File: config.mk
export PLATFORM = sky130hd
export DESIGN_NAME = instr_fetch_flat
export DESIGN_NICKNAME = d
export VERILOG_FILES = /design/src/rtl/instr_fetch_if.sv /design/src/rtl/instr_fetch.sv /design/src/flat_wrapper.sv
export SDC_FILE = /design/constraint.sdc
export NUM_CORES = 1
export LEC_CHECK = 0
export CAP_MARGIN = 20
export CORE_UTILIZATION = 56
export DETAILED_ROUTE_END_ITERATION = 16
export PLACE_DENSITY = 0.95
export SLEW_MARGIN = 20
export SYNTH_ARGS = -nofsm -noshare
export SYNTH_HDL_FRONTEND = slang
export SYNTH_SLANG_ARGS = --single-unit
export TNS_END_PERCENT = 1
File: constraint.sdc
create_clock -name clk -period 15.7 [get_ports clk]
set_input_delay 3.14 -clock clk [delete_from_list [all_inputs] [get_ports clk]]
set_output_delay 3.14 -clock clk [all_outputs]
set_load 0.01 [all_outputs]
File: src/rtl/instr_fetch_if.sv
// rtl/instr_fetch_if.sv - instruction fetch bus bundle: memory request/response, decoder queue, redirect
//
// Signals:
//   imem_req/imem_addr      fetch unit -> instruction memory request and word address
//   imem_ack/imem_rdata     instruction memory -> fetch unit completion and instruction word
//   ir/ir_pc/ir_valid       fetch unit -> decoder head entry
//   ir_ready                decoder -> fetch unit accept
//   redirect/redirect_pc    execute -> fetch unit restart request and target
interface instr_fetch_if;
    logic        imem_req;
    logic [31:0] imem_addr;
    logic        imem_ack;
    logic [31:0] imem_rdata;
    logic [31:0] ir;
    logic [31:0] ir_pc;
    logic        ir_valid;
    logic        ir_ready;
    logic        redirect;
    logic [31:0] redirect_pc;

    modport master (
        output imem_req, imem_addr, ir, ir_pc, ir_valid,
        input  imem_ack, imem_rdata, ir_ready, redirect, redirect_pc
    );

    modport slave (
        input  imem_req, imem_addr, ir, ir_pc, ir_valid,
        output imem_ack, imem_rdata, ir_ready, redirect, redirect_pc
    );
endinterface

File: src/rtl/instr_fetch.sv
// rtl/instr_fetch.sv - instruction fetch unit with one outstanding request and a 2-entry instruction buffer
//
// Ports:
//   clk   rising-edge clock
//   rst   asynchronous active-high reset
//   bus   instr_fetch_if.master: imem_req/imem_addr/imem_ack/imem_rdata memory side,
//         ir/ir_pc/ir_valid/ir_ready decoder side, redirect/redirect_pc restart input
module instr_fetch #(
    parameter logic [31:0] RESET_PC = 32'h0000_0000
) (
    input  logic           clk,
    input  logic           rst,
    instr_fetch_if.master  bus
);
    typedef enum logic [1:0] {
        S_IDLE  = 2'd0,
        S_REQ   = 2'd1,
        S_DRAIN = 2'd2
    } state_t;

    state_t      r_state;
    state_t      w_state_nxt;

    // r_addr is both the pending request address and, outside DRAIN, the fetch PC.
    // r_pc only carries the redirect target while the stale request drains.
    logic [31:0] r_addr;
    logic [31:0] r_pc;

    // Buffer head lives directly in the output registers; r_bk_* is the second slot.
    logic [31:0] r_ir;
    logic [31:0] r_ir_pc;
    logic        r_ir_valid;
    logic [31:0] r_bk_word;
    logic [31:0] r_bk_pc;
    logic        r_bk_valid;

    logic        w_req;
    logic        w_xfer;
    logic        w_pop;
    logic        w_push;
    logic [1:0]  w_occ_post;
    logic [31:0] w_rpc;

    assign w_rpc  = {bus.redirect_pc[31:2], 2'b00};
    assign w_req  = (r_state == S_REQ) || (r_state == S_DRAIN);
    assign w_xfer = w_req && bus.imem_ack;
    assign w_pop  = r_ir_valid && bus.ir_ready;
    // Redirect wins over push; DRAIN responses are never kept.
    assign w_push = w_xfer && (r_state == S_REQ) && !bus.redirect;

    // Occupancy after this edge; never exceeds 2 because a request is only
    // issued when at most one slot is occupied.
    assign w_occ_post = {1'b0, r_ir_valid} + {1'b0, r_bk_valid}
                      - {1'b0, w_pop} + {1'b0, w_push};

    always_ff @(posedge clk or posedge rst) begin
        if (rst) begin
            r_state <= S_IDLE;
        end else begin
            r_state <= w_state_nxt;
        end
    end

    always_comb begin
        w_state_nxt = r_state;
        case (r_state)
            S_IDLE: begin
                if (bus.redirect || (w_occ_post < 2'd2)) begin
                    w_state_nxt = S_REQ;
                end
            end
            S_REQ: begin
                if (bus.redirect) begin
                    // Request still in flight: its response must be thrown away.
                    w_state_nxt = w_xfer ? S_REQ : S_DRAIN;
                end else if (w_xfer) begin
                    w_state_nxt = (w_occ_post < 2'd2) ? S_REQ : S_IDLE;
                end
            end
            S_DRAIN: begin
                if (w_xfer) begin
                    w_state_nxt = S_REQ;
                end
            end
            default: w_state_nxt = S_IDLE;
        endcase
    end

    always_ff @(posedge clk or posedge rst) begin
        if (rst) begin
            r_addr     <= RESET_PC;
            r_pc       <= RESET_PC;
            r_ir       <= '0;
            r_ir_pc    <= '0;
            r_ir_valid <= 1'b0;
            r_bk_word  <= '0;
            r_bk_pc    <= '0;
            r_bk_valid <= 1'b0;
        end else if (bus.redirect) begin
            // A concurrent pop completes implicitly; ir/ir_pc keep their values.
            r_ir_valid <= 1'b0;
            r_bk_valid <= 1'b0;
            r_pc       <= w_rpc;
            // The address may only move when no request is left pending.
            if (!w_req || w_xfer) begin
                r_addr <= w_rpc;
            end
        end else begin
            if ((r_state == S_DRAIN) && w_xfer) begin
                r_addr <= r_pc;
            end
            if (w_push) begin
                r_addr <= r_addr + 32'd4;
            end

            if (w_pop) begin
                if (r_bk_valid) begin
                    r_ir       <= r_bk_word;
                    r_ir_pc    <= r_bk_pc;
                    r_ir_valid <= 1'b1;
                    r_bk_valid <= w_push;
                    if (w_push) begin
                        r_bk_word <= bus.imem_rdata;
                        r_bk_pc   <= r_addr;
                    end
                end else if (w_push) begin
                    r_ir       <= bus.imem_rdata;
                    r_ir_pc    <= r_addr;
                    r_ir_valid <= 1'b1;
                end else begin
                    r_ir_valid <= 1'b0;
                end
            end else if (w_push) begin
                if (r_ir_valid) begin
                    r_bk_word  <= bus.imem_rdata;
                    r_bk_pc    <= r_addr;
                    r_bk_valid <= 1'b1;
                end else begin
                    r_ir       <= bus.imem_rdata;
                    r_ir_pc    <= r_addr;
                    r_ir_valid <= 1'b1;
                end
            end
        end
    end

    assign bus.imem_req  = w_req;
    assign bus.imem_addr = r_addr;
    assign bus.ir        = r_ir;
    assign bus.ir_pc     = r_ir_pc;
    assign bus.ir_valid  = r_ir_valid;
endmodule

File: src/flat_wrapper.sv
// flat-port wrapper written by rule: the top's interface ports become plain ports
module instr_fetch_flat 
#(
    parameter logic [31:0] RESET_PC = 32'h0000_0000
)
  (clk, rst, bus_imem_req, bus_imem_addr, bus_ir, bus_ir_pc, bus_ir_valid, bus_imem_ack, bus_imem_rdata, bus_ir_ready, bus_redirect, bus_redirect_pc);
  instr_fetch_if bus_i ();
  input  logic clk;
  input  logic rst;
  output wire logic [$bits(bus_i.imem_req)-1:0] bus_imem_req;
  output wire logic [$bits(bus_i.imem_addr)-1:0] bus_imem_addr;
  output wire logic [$bits(bus_i.ir)-1:0] bus_ir;
  output wire logic [$bits(bus_i.ir_pc)-1:0] bus_ir_pc;
  output wire logic [$bits(bus_i.ir_valid)-1:0] bus_ir_valid;
  input wire logic [$bits(bus_i.imem_ack)-1:0] bus_imem_ack;
  input wire logic [$bits(bus_i.imem_rdata)-1:0] bus_imem_rdata;
  input wire logic [$bits(bus_i.ir_ready)-1:0] bus_ir_ready;
  input wire logic [$bits(bus_i.redirect)-1:0] bus_redirect;
  input wire logic [$bits(bus_i.redirect_pc)-1:0] bus_redirect_pc;
  assign bus_imem_req = bus_i.imem_req;
  assign bus_imem_addr = bus_i.imem_addr;
  assign bus_ir = bus_i.ir;
  assign bus_ir_pc = bus_i.ir_pc;
  assign bus_ir_valid = bus_i.ir_valid;
  assign bus_i.imem_ack = bus_imem_ack;
  assign bus_i.imem_rdata = bus_imem_rdata;
  assign bus_i.ir_ready = bus_ir_ready;
  assign bus_i.redirect = bus_redirect;
  assign bus_i.redirect_pc = bus_redirect_pc;
  instr_fetch #(.RESET_PC(RESET_PC)) u_core (.clk(clk), .rst(rst), .bus(bus_i));
endmodule
==> flow_summary.ini, run 1 <==
[setup_path]
timing.rr.start = u_core.r_state[0]
start_kind = input pin
reg2reg_slack_ns = 12.41
cpPeakStageDelay_ns = 0.72
crit_type = input pin to flop
end_kind = flop
crit_chain = clkdlybuf4s50_1 > and3_1 > a21oi_1 > nor3_4 > buf_4 > buf_4 > nor2_1 > a21oi_1
rr_endpoint = u_core.bus.ir[26]
crit_start = bus_imem_ack
crit_family = buffers and inverters
crit_arrival_ns = 6.09
reg2reg_depth = 9
cp_num_buf_inv = 3
worstPathRequired_ns = 16.05
crit_fanout = 84
slowest_stage = buf_4

[pwr]
p_int_w = 0.00137
switching_share_pct = 36.0
p_total_w = 0.00213
total_leakage_power_nw = 5.08
pwr-share-seq_pct = 41.0
switchingPower_w = 0.000769
peakVddDrop_mv = 0.107
combPwrFrac_pct = 37.8
p_per_area_mw_per_mm2 = 192
clkPwrFrac_pct = 21.1

[global_routing]
antenna_found_initial = 0
grt_pass1_vias = 6763
grt_max_degree = 124
grtUsageMet1_pct = 36.7
grt_first_pass_wirelength_um = 35100
gr-usage-met3_pct = 7.58
grt_overflow = 0
met2_usage_pct = 45.2
grt_usage_pct = 28.0
gr-max-usage-layer = met2

[clock_tree]
htreeDepth = 4
clkSinkCount = 188
cts_setup_buffers = 0
cts_tree = yes
cts-resized-gates = 0
clk_pin_slew_ns = 0.06
clock_path_buffers = 2
cts.root.buffer_cell = clkbuf_16
cts_buffers = 17
ctsHoldBuffers = 0
clock_latency_ns = 0.44

[synth]
ys_ff_latch = 188
syn_inst = 809
yosys.area_share.simple_pct = 10.8
synth_xor_area_share_pct = 0.298
ys_async_sr_fraction_pct = 100
yosysWarnings = 0
avgSynthCellArea_um2 = 10.9
yosys.area.top_type = dfrtp_1
yosysTopAreaCellShare_pct = 53.3
yosysUniqueCellTypes = 59
synth-compound-area-share_pct = 13.1
seq_area_frac_synth_pct = 53.3
synth-main-ff-cell = dfrtp_1
synth_top_family_by_area = multiplexers
syn_area_mm2 = 0.00883
synthMuxAreaShare_pct = 17.5
synth_edf_count = 0
synthAdderAreaFrac_pct = 0.992
ys_top_cells_by_area = dfrtp_1 (53%), mux2_2 (8.4%), mux2i_1 (7.0%), a21oi_1 (4.8%), nor2_1 (3.5%)

[routing]
wl_um = 22100
drt_first_pass_iters = 5
vias_per_cell = 6.00
ant_nets = 0
drc = 0
vias = 6966
first_iter_violations = 616
wl_per_cell_um = 19.0

[floorplan]
die_area_mm2 = 0.0163
fp.dieW_um = 128
dieHeight_um = 128
start_util_pct = 57.7
ios = 167
fp.coreArea_mm2 = 0.0153
rows = 45

[min_path]
min_from = u_core.r_bk_pc[22]
hold_path_class = flop to flop
whs_endpoint = u_core.r_bk_pc[22]
whs_path_depth = 2

[cells_and_area]
area_growth_syn_to_layout_pct = 26.2
multiInputGateArea_mm2 = 0.00382
antenna_cells = 0
nets = 1013
final_cells = 1161
regArea_mm2 = 0.00470
nFillCells = 1021
drive_above_1_share_pct = 12.9

[timing]
hold_violations = 0
layout_worst_path_cycle_share_pct = 36.6
setup_viol = 0
fmax_mhz = 174
tns_ns = 0
rsz0062_at_grt = false
slew_headroom_pct = 32.5
tightest_slew_ns = 1.01
holdWs_ns = 0.477
drv_slew = 0
finalCriticalPeriod_ns = 5.74
skew_ns = 0.00978

[placed_design]
gp_congestion = 0.839
io_buffers = 160
dp_hpwl_um = 14300
place_inst = 1129

[run_status]
status = complete, no violations

[job]
maxCapViolations = 0
sequential cells by signal (all words and copies together), names as in the netlist:
| signal | cells |
|---|---|
| u_core.bus.imem_addr | 30 |
| u_core.bus.ir | 32 |
| u_core.bus.ir_pc | 30 |
| u_core.bus.ir_valid | 1 |
| u_core.r_bk_pc | 30 |
| u_core.r_bk_valid | 1 |
| u_core.r_bk_word | 32 |
| u_core.r_pc | 30 |
| u_core.r_state | 2 |
per-stage QoR:
stage	util [%]	area [µm²]	worst slack, ns
after floorplan	-	8840	7.45
after global placement	68.7	10500	9.67
after detailed placement	68.7	10500	9.58
after CTS	72.7	11100	10.03
after global routing	72.8	11100	9.77
final	72.8	11100	9.96
area by class of cell:
class	instances	share of cell area, %
Clock buffer	18	3.94
Clock inverter	14	1.61
Inverter	19	0.707
Multi-Input combinational cell	543	34.3
Sequential cell	188	42.2
Tap cell	211	2.37
Timing Repair Buffer	168	14.9
power groups by stage:
stage          combinational, W  clock (W)  sequential [W]
2_1_floorplan          0.000400          0        0.000870
3_3_place_gp           0.000764          0        0.000854
3_5_place_dp           0.000797          0        0.000876
4_1_cts                0.000810   0.000456        0.000871
5_1_grt                0.000880   0.000477        0.000899
6_report               0.000808   0.000451        0.000876
metal layers:
metal  up-vias  share of wire [%]
met4         0                1.7
met2       342                 48
met5         -                  0
met1      3407                 42
li1       3170                  -
met3        47                7.7
cells in the final DEF, fill, tap and decap left out, types with 4 or more instances in the layout:
cell type        count
nor2_1              82
nand2_1             38
a21oi_1             84
ha_1                 7
a22oi_1              8
clkdlybuf4s50_1    159
and4_1               6
inv_6                6
and3_1               5
nor2b_1              5
buf_4                8
mux2_1              16
o21ai_0             32
nor3_1               8
a22o_1               7
clkbuf_16           17
conb_1               4
dfrtp_1            188
a221oi_1             6
o211ai_1             5
nand4_1              7
a31oi_1              7
mux2i_1             62
o22ai_1              5
nand3_1             15
o21ai_1             12
mux2_2              66
inv_1               18
worst reg2reg max path, delay by kind of cell (launching register included):
family	cells	cell delay, ns
buf+inv	3	1.19
simple gates	3	0.86
fa+ha+maj	1	0.41
flops	1	0.39
compound gates	2	0.34
how the worst max path moves through the flow:
stage / to / slack, ns / depth (start not counted)
6_report: u_core.bus.ir[26] / 9.96 / 8
5_1_grt: u_core.bus.ir[26] / 9.77 / 8
3_5_place_dp: u_core.r_bk_word[29] / 9.58 / 5
2_1_floorplan: u_core.bus.imem_addr[10] / 7.45 / 1
4_1_cts: u_core.bus.ir[26] / 10.03 / 8
3_3_place_gp: u_core.r_bk_word[22] / 9.67 / 5
kinds of logic (layout without fill, tap and decap cells):
logic type / Yosys count / count (layout)
and+or+nand+nor: 194 / 194
DFF: 188 / 188
buffers and inverters: 81 / 219
xor gates and xnor gates: 3 / 3
AOI/OAI and AO/OA: 191 / 191
adders and majority gates: 7 / 7
muxes: 144 / 144
other: 1 / 4
Yosys cell counts, types with 12 or more instances:
cell type / instances
dfrtp_1: 188
a21oi_1: 84
nor2_1: 82
mux2_2: 66
mux2i_1: 62
nand2_1: 40
o21ai_0: 32
buf_2: 26
clkbuf_1: 23
inv_1: 19
mux2_1: 16
nand3_1: 16
o21ai_1: 12
(Power assumes the default switching activity.)
==> run 2, diff against run 1 <==
- CORE_UTILIZATION: 56 -> 52
- PLACE_DENSITY: 0.95 -> 0.91
- clock period: 15.7 -> 5.9 ns (I/O delays scaled with it)
==> flow_summary.ini, run 2 (synthesis results as in run 1) <==
[global_routing]
met2_usage_pct = 38.2
grt_first_pass_wirelength_um = 33800
grt_overflow = 0
gr-max-usage-layer = met2
antenna_found_initial = 0
grt_usage_pct = 24.3
grt_pass1_vias = 6698
grt_max_degree = 189
grtUsageMet1_pct = 33.3
gr-usage-met3_pct = 5.07

[cells_and_area]
nFillCells = 1236
drive_above_1_share_pct = 13.0
antenna_cells = 0
mostFrequentLayoutCells = dfrtp_1 (188), clkdlybuf4s50_1 (159), a21oi_1 (84)
regArea_mm2 = 0.00470
multiInputGateArea_mm2 = 0.00382
nets = 1015
area_growth_syn_to_layout_pct = 26.4
layout_commonest_cell = dfrtp_1

[pwr]
pwr-share-seq_pct = 41.5
peakVddDrop_mv = 0.257
combPwrFrac_pct = 38.0
switchingPower_w = 0.00201
p_per_area_mw_per_mm2 = 500
total_leakage_power_nw = 5.08
clkPwrFrac_pct = 20.5
switching_share_pct = 36.1
p_int_w = 0.00356

[timing]
drv_slew = 0
fmax_mhz = 275
hold_violations = 0
tightest_slew_ns = 1.00
layout_worst_path_cycle_share_pct = 61.5
tns_ns = 0
setup_viol = 0
rsz0062_at_grt = false
slew_headroom_pct = 33.4
post-route-worst-setup-slack_ns = 2.27
skew_ns = 0.0138
finalCriticalPeriod_ns = 3.63

[routing]
ant_nets = 0
vias_per_cell = 5.85
wl_um = 20400
first_iter_violations = 680
vias = 6858
drc = 0
drt_first_pass_iters = 5
wl_per_cell_um = 17.4

[clock_tree]
clkSinkCount = 188
htreeDepth = 4
clock_latency_ns = 0.44
clock_path_buffers = 2
cts_buffers = 17
cts-resized-gates = 0
ctsHoldBuffers = 0
cts.root.buffer_cell = clkbuf_16
clk_pin_slew_ns = 0.07
cts_setup_buffers = 0
cts_tree = yes

[floorplan]
start_util_pct = 53.3
dieHeight_um = 132
ios = 167
die_area_mm2 = 0.0175
rows = 47
fp.dieW_um = 132
fp.coreArea_mm2 = 0.0166

[setup_path]
reg2reg_depth = 6
crit_fanout = 68
end_kind = flop
cp-endpoint = u_core.r_bk_word[25]
rr_endpoint = u_core.r_bk_word[25]
timing.rr.start = u_core.r_state[0]
crit_start = bus_imem_ack
crit_arrival_ns = 3.93
reg2reg_slack_ns = 2.73
crit_type = input pin to flop
worstPathRequired_ns = 6.20
start_kind = input pin

[placed_design]
pre_cts_slack_ns = 1.82
dp_hpwl_um = 13600
io_buffers = 160
gp_congestion = 0.856

[run_status]
status = complete, no violations

[job]
maxCapViolations = 0

[min_path]
hold_path_class = flop to flop
-- run 2: cell count changes in the layout (fill, tap and decap cells not counted), sizes merged --
cell    change
buf         +2
clkinv      +1
inv         +1
bufinv      -2
-- run 2: worst min-delay path by stage --
stage / start / to / slack (ns) / depth (start not counted)
floorplan: u_core.r_bk_pc[18] / u_core.r_bk_pc[18] / 0.45 / 2
global placement: u_core.r_bk_pc[2] / u_core.r_bk_pc[2] / 0.46 / 2
detailed placement: u_core.r_bk_pc[6] / u_core.r_bk_pc[6] / 0.47 / 2
CTS: u_core.r_bk_pc[6] / u_core.r_bk_pc[6] / 0.49 / 2
global route: u_core.r_bk_pc[6] / u_core.r_bk_pc[6] / 0.50 / 2
finish: u_core.r_bk_pc[6] / u_core.r_bk_pc[6] / 0.48 / 2
-- run 2: routing by layer --
layer / vias up / share of wire (%)
met5: - / 0
met4: 0 / 2.2
met1: 3348 / 45
met3: 46 / 6.5
met2: 287 / 46
li1: 3177 / -
-- run 2: power groups by stage --
stage | clock network [W] | logic, W | registers (W)
3_3_place_gp | 0 | 0.00204 | 0.00229
4_1_cts | 0.00116 | 0.00213 | 0.00231
6_report | 0.00114 | 0.00212 | 0.00232
2_1_floorplan | 0 | 0.00106 | 0.00231
5_1_grt | 0.00121 | 0.00231 | 0.00240
3_5_place_dp | 0 | 0.00212 | 0.00233
-- run 2: area by class of cell --
type	count	area share [%]
repair buffers	170	15.2
well taps	220	2.47
flip-flops and latches	188	42.2
clock buffers	18	3.94
multi-input cells	543	34.2
inverters	19	0.673
clock inverters	14	1.35
-- run 2: worst max-delay path, cell delays in order --
cell,delay [ns]
clkdlybuf4s50_1,0.61
nand3_1,0.44
o21ai_1,0.30
nand3_4,0.76
mux2_1,0.62
-- run 2: stage by stage --
stage          instance area, µm²  power (W)  util [%]  instances  hold WS (ns)
3_3_place_gp                10600    0.00433      63.7       1140         0.462
2_1_floorplan                8850    0.00338         -        812         0.449
5_1_grt                     11200    0.00592      67.3       1172         0.504
4_1_cts                     11200    0.00560      67.3       1172         0.486
3_5_place_dp                10600    0.00445      63.7       1140         0.471
6_report                    11200    0.00558      67.3       1172         0.484
